<file path="src/rtl/palette_loader.sv">
`default_nettype none
// ============================================================================
//  Module      : palette_loader
//  Description : Bus initiator that fills the colour mixer's palette RAM.
//                Colours (16-bit 1BGR) arrive on a valid/ready stream; each
//                is split into two byte writes (high byte at the even address,
//                low byte at the odd address) driven onto the mixer's CPU-side
//                pins, while the colour index steps through a programmed range
//                that wraps 511 -> 0.
//
//  Ports       : CLK6 / RST           clock, synchronous active-high reset
//                START, BASE_IDX,     transfer request with first index and
//                COUNT                number of colours (0..512)
//                SRC_VALID/READY,     colour stream
//                SRC_COLOR
//                NCBLK                composite blank (active low) used when
//                                     BLANK_ONLY=1 to gate new byte cycles
//                ADDR, DATA_OUT,      CRAM bus: byte address {idx, byte_sel},
//                DATA_OE, DATA_IN,    write data + tri-state enable, readback,
//                NRD, CRAMCS, WRP     read strobe, select, write strobe
//                BUSY, DONE           transfer status
//                ERR, ERR_IDX         sticky readback mismatch + first index
//
//  Options     : define PALETTE_LOADER_VERIFY_EN to read back and compare both
//                bytes of every colour after writing them.
//
//  Revision    : 1.0  initial release
// ============================================================================
module palette_loader #(
    parameter int SETUP_CYC  = 1,
    parameter int STROBE_CYC = 2,
    parameter int HOLD_CYC   = 1,
    parameter int BLANK_ONLY = 0
) (
    input  logic        CLK6,
    input  logic        RST,
    input  logic        START,
    input  logic [8:0]  BASE_IDX,
    input  logic [9:0]  COUNT,
    input  logic        SRC_VALID,
    output logic        SRC_READY,
    input  logic [15:0] SRC_COLOR,
    input  logic        NCBLK,
    output logic [9:0]  ADDR,
    output logic [7:0]  DATA_OUT,
    output logic        DATA_OE,
    input  logic [7:0]  DATA_IN,
    output logic        NRD,
    output logic        CRAMCS,
    output logic        WRP,
    output logic        BUSY,
    output logic        DONE,
    output logic        ERR,
    output logic [8:0]  ERR_IDX
);

`ifdef PALETTE_LOADER_VERIFY_EN
    localparam logic c_VERIFY = 1'b1;
`else
    localparam logic c_VERIFY = 1'b0;
`endif

    // S_HOLDOFF parks the bus between byte cycles while blanking forbids a
    // new one; the pending cycle kind (write or readback) is held in r_rd.
    typedef enum logic [3:0] {
        S_IDLE      = 4'd0,
        S_FETCH     = 4'd1,
        S_HOLDOFF   = 4'd2,
        S_SETUP     = 4'd3,
        S_STROBE    = 4'd4,
        S_HOLD      = 4'd5,
        S_GAP       = 4'd6,
        S_RD_SETUP  = 4'd7,
        S_RD_STROBE = 4'd8,
        S_FINISH    = 4'd9
    } state_t;

    state_t      r_state;
    state_t      w_next;
    logic [7:0]  r_cnt;       // cycles spent in the current timed state
    logic [8:0]  r_idx;
    logic [9:0]  r_rem;
    logic [14:0] r_color;     // bit 15 of the source colour is dropped
    logic        r_sel;       // byte_sel: 0 = high byte, 1 = low byte
    logic        r_rd;        // 1 while the readback pair is in progress
    logic        r_err;
    logic [8:0]  r_err_idx;

    logic        w_gate;
    logic        w_last;
    logic        w_rd_mismatch;

    assign w_gate = (BLANK_ONLY != 0) && NCBLK;

    always_comb begin
        w_last = 1'b0;
        case (r_state)
            S_SETUP, S_RD_SETUP:   w_last = (r_cnt == 8'(SETUP_CYC - 1));
            S_STROBE, S_RD_STROBE: w_last = (r_cnt == 8'(STROBE_CYC - 1));
            S_HOLD:                w_last = (r_cnt == 8'(HOLD_CYC - 1));
            default:               w_last = 1'b0;
        endcase
    end

`ifdef PALETTE_LOADER_VERIFY_EN
    // Bit 7 of the high byte is not stored in CRAM, so it is not compared.
    assign w_rd_mismatch = r_sel ? (DATA_IN != r_color[7:0])
                                 : (DATA_IN[6:0] != r_color[14:8]);
`else
    logic w_unused_data_in;
    assign w_unused_data_in = ^DATA_IN;
    assign w_rd_mismatch    = 1'b0;
`endif

    // ------------------------------------------------------------------
    // State register
    // ------------------------------------------------------------------
    always_ff @(posedge CLK6) begin
        if (RST) begin
            r_state <= S_IDLE;
            r_cnt   <= 8'd0;
        end else begin
            r_state <= w_next;
            r_cnt   <= (w_next == r_state) ? r_cnt + 8'd1 : 8'd0;
        end
    end

    // ------------------------------------------------------------------
    // Next-state logic
    // ------------------------------------------------------------------
    always_comb begin
        w_next = r_state;
        case (r_state)
            S_IDLE: begin
                if (START) begin
                    w_next = (COUNT == 10'd0) ? S_FINISH : S_FETCH;
                end
            end
            S_FETCH: begin
                if (SRC_VALID) begin
                    w_next = w_gate ? S_HOLDOFF : S_SETUP;
                end
            end
            S_HOLDOFF: begin
                if (!w_gate) begin
                    w_next = r_rd ? S_RD_SETUP : S_SETUP;
                end
            end
            S_SETUP:     if (w_last) w_next = S_STROBE;
            S_STROBE:    if (w_last) w_next = S_HOLD;
            S_HOLD:      if (w_last) w_next = S_GAP;
            S_RD_SETUP:  if (w_last) w_next = S_RD_STROBE;
            S_RD_STROBE: if (w_last) w_next = S_GAP;
            S_GAP: begin
                if (!r_sel) begin
                    // second byte of the same pass (write or readback)
                    if (w_gate)    w_next = S_HOLDOFF;
                    else if (r_rd) w_next = S_RD_SETUP;
                    else           w_next = S_SETUP;
                end else if (c_VERIFY && !r_rd) begin
                    w_next = w_gate ? S_HOLDOFF : S_RD_SETUP;
                end else if (r_rem == 10'd1) begin
                    w_next = S_FINISH;
                end else begin
                    w_next = S_FETCH;
                end
            end
            S_FINISH: w_next = S_IDLE;
            default:  w_next = S_IDLE;
        endcase
    end

    // ------------------------------------------------------------------
    // Datapath registers
    // ------------------------------------------------------------------
    always_ff @(posedge CLK6) begin
        if (RST) begin
            r_idx     <= 9'd0;
            r_rem     <= 10'd0;
            r_color   <= 15'd0;
            r_sel     <= 1'b0;
            r_rd      <= 1'b0;
            r_err     <= 1'b0;
            r_err_idx <= 9'd0;
        end else begin
            case (r_state)
                S_IDLE: begin
                    if (START) begin
                        r_idx     <= BASE_IDX;
                        r_rem     <= COUNT;
                        r_err     <= 1'b0;
                        r_err_idx <= 9'd0;
                    end
                end
                S_FETCH: begin
                    if (SRC_VALID) begin
                        r_color <= SRC_COLOR[14:0];
                        r_sel   <= 1'b0;
                    end
                end
                S_GAP: begin
                    if (!r_sel) begin
                        r_sel <= 1'b1;
                    end else if (c_VERIFY && !r_rd) begin
                        r_rd  <= 1'b1;
                        r_sel <= 1'b0;
                    end else begin
                        r_rd  <= 1'b0;
                        r_idx <= r_idx + 9'd1;
                        r_rem <= r_rem - 10'd1;
                    end
                end
                S_RD_STROBE: begin
                    // only the first mismatch of a transfer is recorded
                    if (w_last && w_rd_mismatch && !r_err) begin
                        r_err     <= 1'b1;
                        r_err_idx <= r_idx;
                    end
                end
                default: ;
            endcase
        end
    end

    // ------------------------------------------------------------------
    // Outputs: pure decode of registered state, no path from SRC_VALID
    // ------------------------------------------------------------------
    assign SRC_READY = (r_state == S_FETCH);
    assign ADDR      = {r_idx, r_sel};
    assign DATA_OUT  = r_sel ? r_color[7:0] : {1'b0, r_color[14:8]};
    assign DATA_OE   = (r_state == S_SETUP) || (r_state == S_STROBE) ||
                       (r_state == S_HOLD);
    assign CRAMCS    = DATA_OE || (r_state == S_RD_SETUP) ||
                       (r_state == S_RD_STROBE);
    assign WRP       = (r_state != S_STROBE);
    assign NRD       = !((r_state == S_RD_SETUP) || (r_state == S_RD_STROBE));
    assign BUSY      = (r_state != S_IDLE) && (r_state != S_FINISH);
    assign DONE      = (r_state == S_FINISH);
    assign ERR       = r_err;
    assign ERR_IDX   = r_err_idx;

endmodule
`default_nettype wire

</file>
<file path="config.mk">
export PLATFORM = sky130hd
export DESIGN_NAME = palette_loader
export DESIGN_NICKNAME = d
export VERILOG_FILES = /design/src/rtl/palette_loader.sv
export SDC_FILE = /design/constraint.sdc
export NUM_CORES = 1
export LEC_CHECK = 0
export BUFFER_PORTS_ARGS = -buffer_cell sky130_fd_sc_hd__buf_4
export CAP_MARGIN = 15
export CORE_ASPECT_RATIO = 0.6
export CORE_UTILIZATION = 49
export CTS_BUF_LIST = sky130_fd_sc_hd__clkbuf_4 sky130_fd_sc_hd__clkbuf_8
export DETAILED_ROUTE_END_ITERATION = 10
export PLACE_DENSITY = 0.76
export SYNTH_ARGS = -nofsm -noshare
export SYNTH_HDL_FRONTEND = slang
export SYNTH_SLANG_ARGS = --single-unit
</file>
<file path="constraint.sdc">
create_clock -name CLK6 -period 1.9 [get_ports CLK6]
set_input_delay 0.38 -clock CLK6 [delete_from_list [all_inputs] [get_ports CLK6]]
set_output_delay 0.38 -clock CLK6 [all_outputs]
set_load 0.005 [all_outputs]
</file>
* Yosys cells after proc, flatten, opt, wreduce, memory -nomap -nowiden *
Cells that the tools add are included.

storage, ports and cells
  flip-flop bits (word level) = 47
  output and inout bits = 35
  logic and storage cells = 67
  input bits = 48

cells by class
  reductions and logical operators = 20
  mux-type cells = 20
  bitwise operators = 1
  equality and inequality tests = 17
  add/sub/neg operators = 3

operators by type and width
  cell                                                count
  two-way mux 4 bit                                   9
  case mux 4 bit (8 select lines)                     1
  two-way mux 10 bit                                  2
  case mux 10 bit (2 select lines)                    1
  two-way mux 9 bit                                   2
  case mux 9 bit (2 select lines)                     1
  == test 4 x 3 -> 1 bit, second input constant       4
  == test 10 x 1 -> 1 bit, second input constant      1
  logical NOT 10 bit                                  1
  subtractor 10 x 1 -> 10 bit, second input constant  1
  adder 9 x 1 -> 9 bit, second input constant         1
  adder 8 x 1 -> 8 bit, second input constant         1
  == test 4 x 2 -> 1 bit, second input constant       2
  == test 4 bit, second input constant                2
  == test 8 x 1 -> 1 bit, second input constant       1
  logical NOT 8 bit                                   1
  two-way mux 8 bit                                   1
  != test 2 bit, second input constant                3
  OR reduction 2 bit                                  3
  logical OR 1 bit                                    5
  == test 4 x 1 -> 1 bit, second input constant       1
  == test 4 bit                                       1
  logical NOT 4 bit                                   1
  != test 4 x 3 -> 1 bit, second input constant       1
  other kinds (11)                                    14

* Logic depth before layout (Yosys ltp) *
  depth in word-level cells = 8
  gate-level depth with buffers = 8
  gate-level depth less buffers = 7

* Least setup slack after synthesis *
No wires, ideal clock.

  path type = register -> register
  start = reg r_cnt[1]
  end = reg r_cnt[2]
  path slack = 0.066 ns
  stages on the path, launching flop included = 8
  buffers on the path = 0
  arrival = 1.703 ns
  setup time = 0.132 ns
  clock period less this slack = 1.834 ns
  required time = 1.768 ns
  cells stage by stage = dfxtp_1 > inv_1 > ha_1 > or3b_2 > o22ai_2 > a211oi_1 > o2bb2ai_2 > nor4_1

on the way
  cells in the longest elaborated chain, start to end = 7
  elaborated cells between the ends (all ways) = 12
  those cells by class = add/sub (1); eq/ne (2); mux (6); bitwise (1); reduce/logical (2)

ends and longest elaborated chain
  element                                                      line         text
  start, declared                                              80           logic [7:0] r_cnt;
  start signal, assigned                                       124          r_cnt <= (w_next == r_state) ? r_cnt + 8'd1 : 8'd0;
  == test 8 x 1 -> 1 bit or logical NOT 8 bit (tied branches)  99, 98, 100
  case mux 1 bit (2 select lines)                              97           case (r_state)
  two-way mux 4 bit, on equally long branches                  -
  case mux 4 bit (8 select lines)                              133          case (r_state)
  == test 4 bit                                                124
  inverter 1 bit (no line)                                     -
  OR reduction 2 bit (no line)                                 -

Several ways; a longest one is shown, not always the timed one.
A chain may end at the register's enable or synchronous reset.

* Worst setup path in the final report *
  start = reg r_cnt[1]
  end = reg r_state[2]

on the way
  cells in the longest elaborated chain, start to end = 4
  elaborated cells between the ends (all ways) = 8
  those cells by class = eq/ne (1); mux (6); reduce/logical (1)

ends and longest elaborated chain
  element                                                      line         text
  == test 8 x 1 -> 1 bit or logical NOT 8 bit (tied branches)  99, 98, 100
  case mux 1 bit (2 select lines) (*)                          97
  two-way mux 4 bit, on equally long branches                  -
  case mux 4 bit (8 select lines) (*)                          133
  end signal, assigned                                         123          r_state <= w_next;
  end, declared                                                78           state_t r_state;

Every way passes the cells marked *; elsewhere a longest branch is shown, timed or not.

==> summary.md <==
| Metric | Value |
|---|---|
| Vias | `between 3,000 and 4,000` |
| Post-route clock skew | `approximately 0.0042 ns` |
| CP arrival | `between 2 and 2.5 ns` |
| Ys async rst share | `0%` |
| Vias in the first global route | `2,494` |
| Seq/Total Area, Yosys | `around a third` |
| RSZ-0062 raised after global routing | `true` |
| Final GP Congestion | `between 0.9 and 1` |
| Critical path's largest stage delay | `0.38 ns` |
| Remaining DRCs | `0` |
| Hold Crit Class | `in2reg` |
| Fin nets | `519` |
| Largest net degree at the start of global routing | `39` |
| Count of final setup violators | `9` |
| Vias per cell | `approximately 5.7` |
| Die X-Extent | `between 100 and 150 µm` |
| Failing checks | `setup timing` |
| Crit-path cells | `inv_2 > ha_4 > or3b_4 > o22ai_4 > buf_6 > a41oi_2 > or2_0 > a21oi_1` |
| Post-DP HPWL | `~5.6 mm` |
| FF-to-FF path depth | `8` |
| Placed cell area | `approximately 3600 µm²` |
| Crit path launch type | `flop` |
| Post-synth top area share | `between 30% and 40%` |
| Synth cell types | `57` |
| Post-route cell area | `4020 µm²` |
| Final Hold Vio Count | `0` |
| Hold-fix buffers, CTS | `0` |
| Most common flop cell mapped by yosys | `dfxtp_1` |
| TritonCTS clock tree | `built` |
| Max IR drop VDD | `roughly 0.00034 V` |
| Hold depth | `2` |
| Count leader, synth | `nand2_1` |
| Total grt overflow | `0` |
| Post-synth EDFFs | `0` |
| Reg area | `a little under 1000 µm²` |
| Worst-path maximum fanout | `5` |
| Clock Pin Slew Worst Setup and Hold Paths | `about 0.09 ns` |
| Slowest cell on crit path | `or3b_4` |
| Root cell of the clock tree | `clkbuf_8` |
| Req. time, crit path | `approximately 2.1 ns` |
| Max Buffers Root-to-Sink | `2` |
| Power consumption | `between 2 and 3 mW` |
| Max Cap Viol | `0` |
| First-pass DRT Iterations | `5` |
| CP Class | `reg2reg` |
| # H-tree levels | `2` |
| First-pass GRT wire length | `between 10 and 15 mm` |
| Core outline area | `between 5000 and 6000 µm²` |
| WL per Instance | `between 15 and 20 µm` |
| Footprint of the multi-input gates | `approximately 2000 µm²` |
| Mean Syn Cell Area | `roughly 7.6 µm²` |
| Clk sinks | `47` |
| Max Transition Viols Final | `0` |
| Total Wirelength | `8.28 mm` |
| Die area | `slightly above 6000 µm²` |
| Die Y | `approximately 62 µm` |
| Synthesis-to-finish area growth | `39.1%` |
| Post-route ant nets | `0` |
| Synth Warn # | `0` |
| Layout cells sized above 1 | `a little under two fifths` |
| Synth area leader | `dfxtp_1` |
| Worst Setup End Kind | `flop` |
| Post-Route Setup TNS | `-0.272 ns` |
| Most frequent cells after synthesis | `59 x nand2_1, 48 x a21oi_1, 47 x dfxtp_1` |
| GRT Total Usage | `roughly a quarter` |
| Antenna diodes | `0` |
| Post-Syn Area | `a little under 3000 µm²` |
| Fill count | `~430` |
| Antenna violations before repair | `0` |
| Final min period | `1.94 ns` |
| Cell Pwr Density | `approximately 650 nW/µm²` |
| Yosys reg bits | `47` |
| I/O Buffers | `62` |
| Row count | `21` |
| Fin crit share | `102%` |
| Post-Synthesis Cells | `roughly 380` |
| I/O pin total | `83` |
| P_leak | `between 1.5 and 2 nW` |
| Synth top area cells | `dfxtp_1 33%, a21oi_1 8.3%, nand2_1 7.7%` |
| Total CTS buffers | `5` |
| Status | `finished with violations` |
| Final worst setup slack | `-0.0409 ns` |
| Initial DRC count | `approximately 300` |
| Worst-Skew Late Latency | `approximately 0.30 ns` |
| Max frequency | `around 500 MHz` |
| Initial Utilization | `between 50% and 60%` |
==> power by group <==
part / leakage [nW] / total, mW / internal (mW) / switching [mW]
Clock: 0.0477 / 0.598 / 0.253 / 0.345
Combinational: 1.13 / 0.881 / 0.435 / 0.446
Sequential: 0.390 / 1.14 / 1.07 / 0.0769
==> per-stage QoR <==
stage          util [%]  std cells  worst slack [ns]  hold WS, ns
2_1_floorplan         -        390            0.0657        0.432
3_3_place_gp       63.9        527           -0.0807        0.438
3_5_place_dp       63.9        527            -0.155        0.445
4_1_cts            66.4        537           0.00937        0.251
5_1_grt            71.5        546           -0.0931        0.264
6_report           71.5        546           -0.0409        0.268
==> final cells by class <==
class                      instances  share of cell area, %
multi-input combinational        297                   48.7
clock buffer                       5                   1.71
clock inverter                     3                  0.373
sequential                        47                   23.9
tap                               80                   2.49
timing repair buffer             103                   21.7
inverter                          11                   1.03
==> final timing paths <==
path | from | end | slack (ns)
max | r_cnt[1]$_SDFF_PP0_ | r_state[2]$_SDFF_PP0_ | -0.04
min | RST | r_state[1]$_SDFF_PP0_ | 0.27
max reg2reg | r_cnt[1]$_SDFF_PP0_ | r_state[2]$_SDFF_PP0_ | -0.04
min reg2reg | r_color[14]$_SDFFE_PP0P_ | r_color[14]$_SDFFE_PP0P_ | 0.46
==> layout by cell type, fill, tap and decap left out, types with 4 or more instances in the layout <==
cell,instances
a211oi_1,7
a21oi_1,46
a31oi_1,4
and3_1,4
buf_12,6
buf_4,91
buf_6,5
clkbuf_8,5
conb_1,10
dfxtp_1,36
dfxtp_2,8
ha_1,4
inv_1,8
mux2_2,8
nand2_1,59
nand3_1,11
nand3b_1,4
nand4_1,5
nor2_1,27
nor3_1,5
nor4_1,5
nor4_2,4
o21ai_0,16
o22ai_1,4
or2_2,4
xnor2_1,4
==> timing repair <==
action,4_1_cts,5_1_grt
endpoints found under the setup margin,18,15
endpoints found under the hold margin,0,0
gates cloned,0,0
resized for setup,13,48
setup buffers,2,9
pin swaps,2,14
==> critical path, delay by kind of cell, from the launching register on <==
| kind | cells | cell delay [ns] |
|---|---|---|
| compound gates | 3 | 0.52 |
| fa+ha+maj | 1 | 0.14 |
| buf+inv | 2 | 0.24 |
| flops | 1 | 0.33 |
| simple gates | 2 | 0.63 |
==> flip-flops by register name, indices dropped and copies added, names as in the netlist <==
name     count
r_color     15
r_rem       10
r_state      4
r_idx        9
r_sel        1
r_cnt        8
==> cells by family after synthesis <==
| logic type | synth area share [%] |
|---|---|
| other | 0.130 |
| AOI/OAI and AO/OA | 24.2 |
| adders and majority gates | 2.60 |
| muxes | 3.12 |
| xor gates and xnor gates | 2.12 |
| DFF | 32.5 |
| and+or+nand+nor | 27.3 |
| buffers and inverters | 7.92 |
==> metal layers <==
layer	share of wire [%]	wire length [µm]	vias to the layer above	GRT usage, %
li1	-	-	1526	-
met1	48	3980	1443	39.1
met2	43	3550	156	35.7
met3	8.0	665	13	4.88
met4	1.0	83	0	5.38
met5	0	0	-	0
Power figures use the tool's default switching activity.
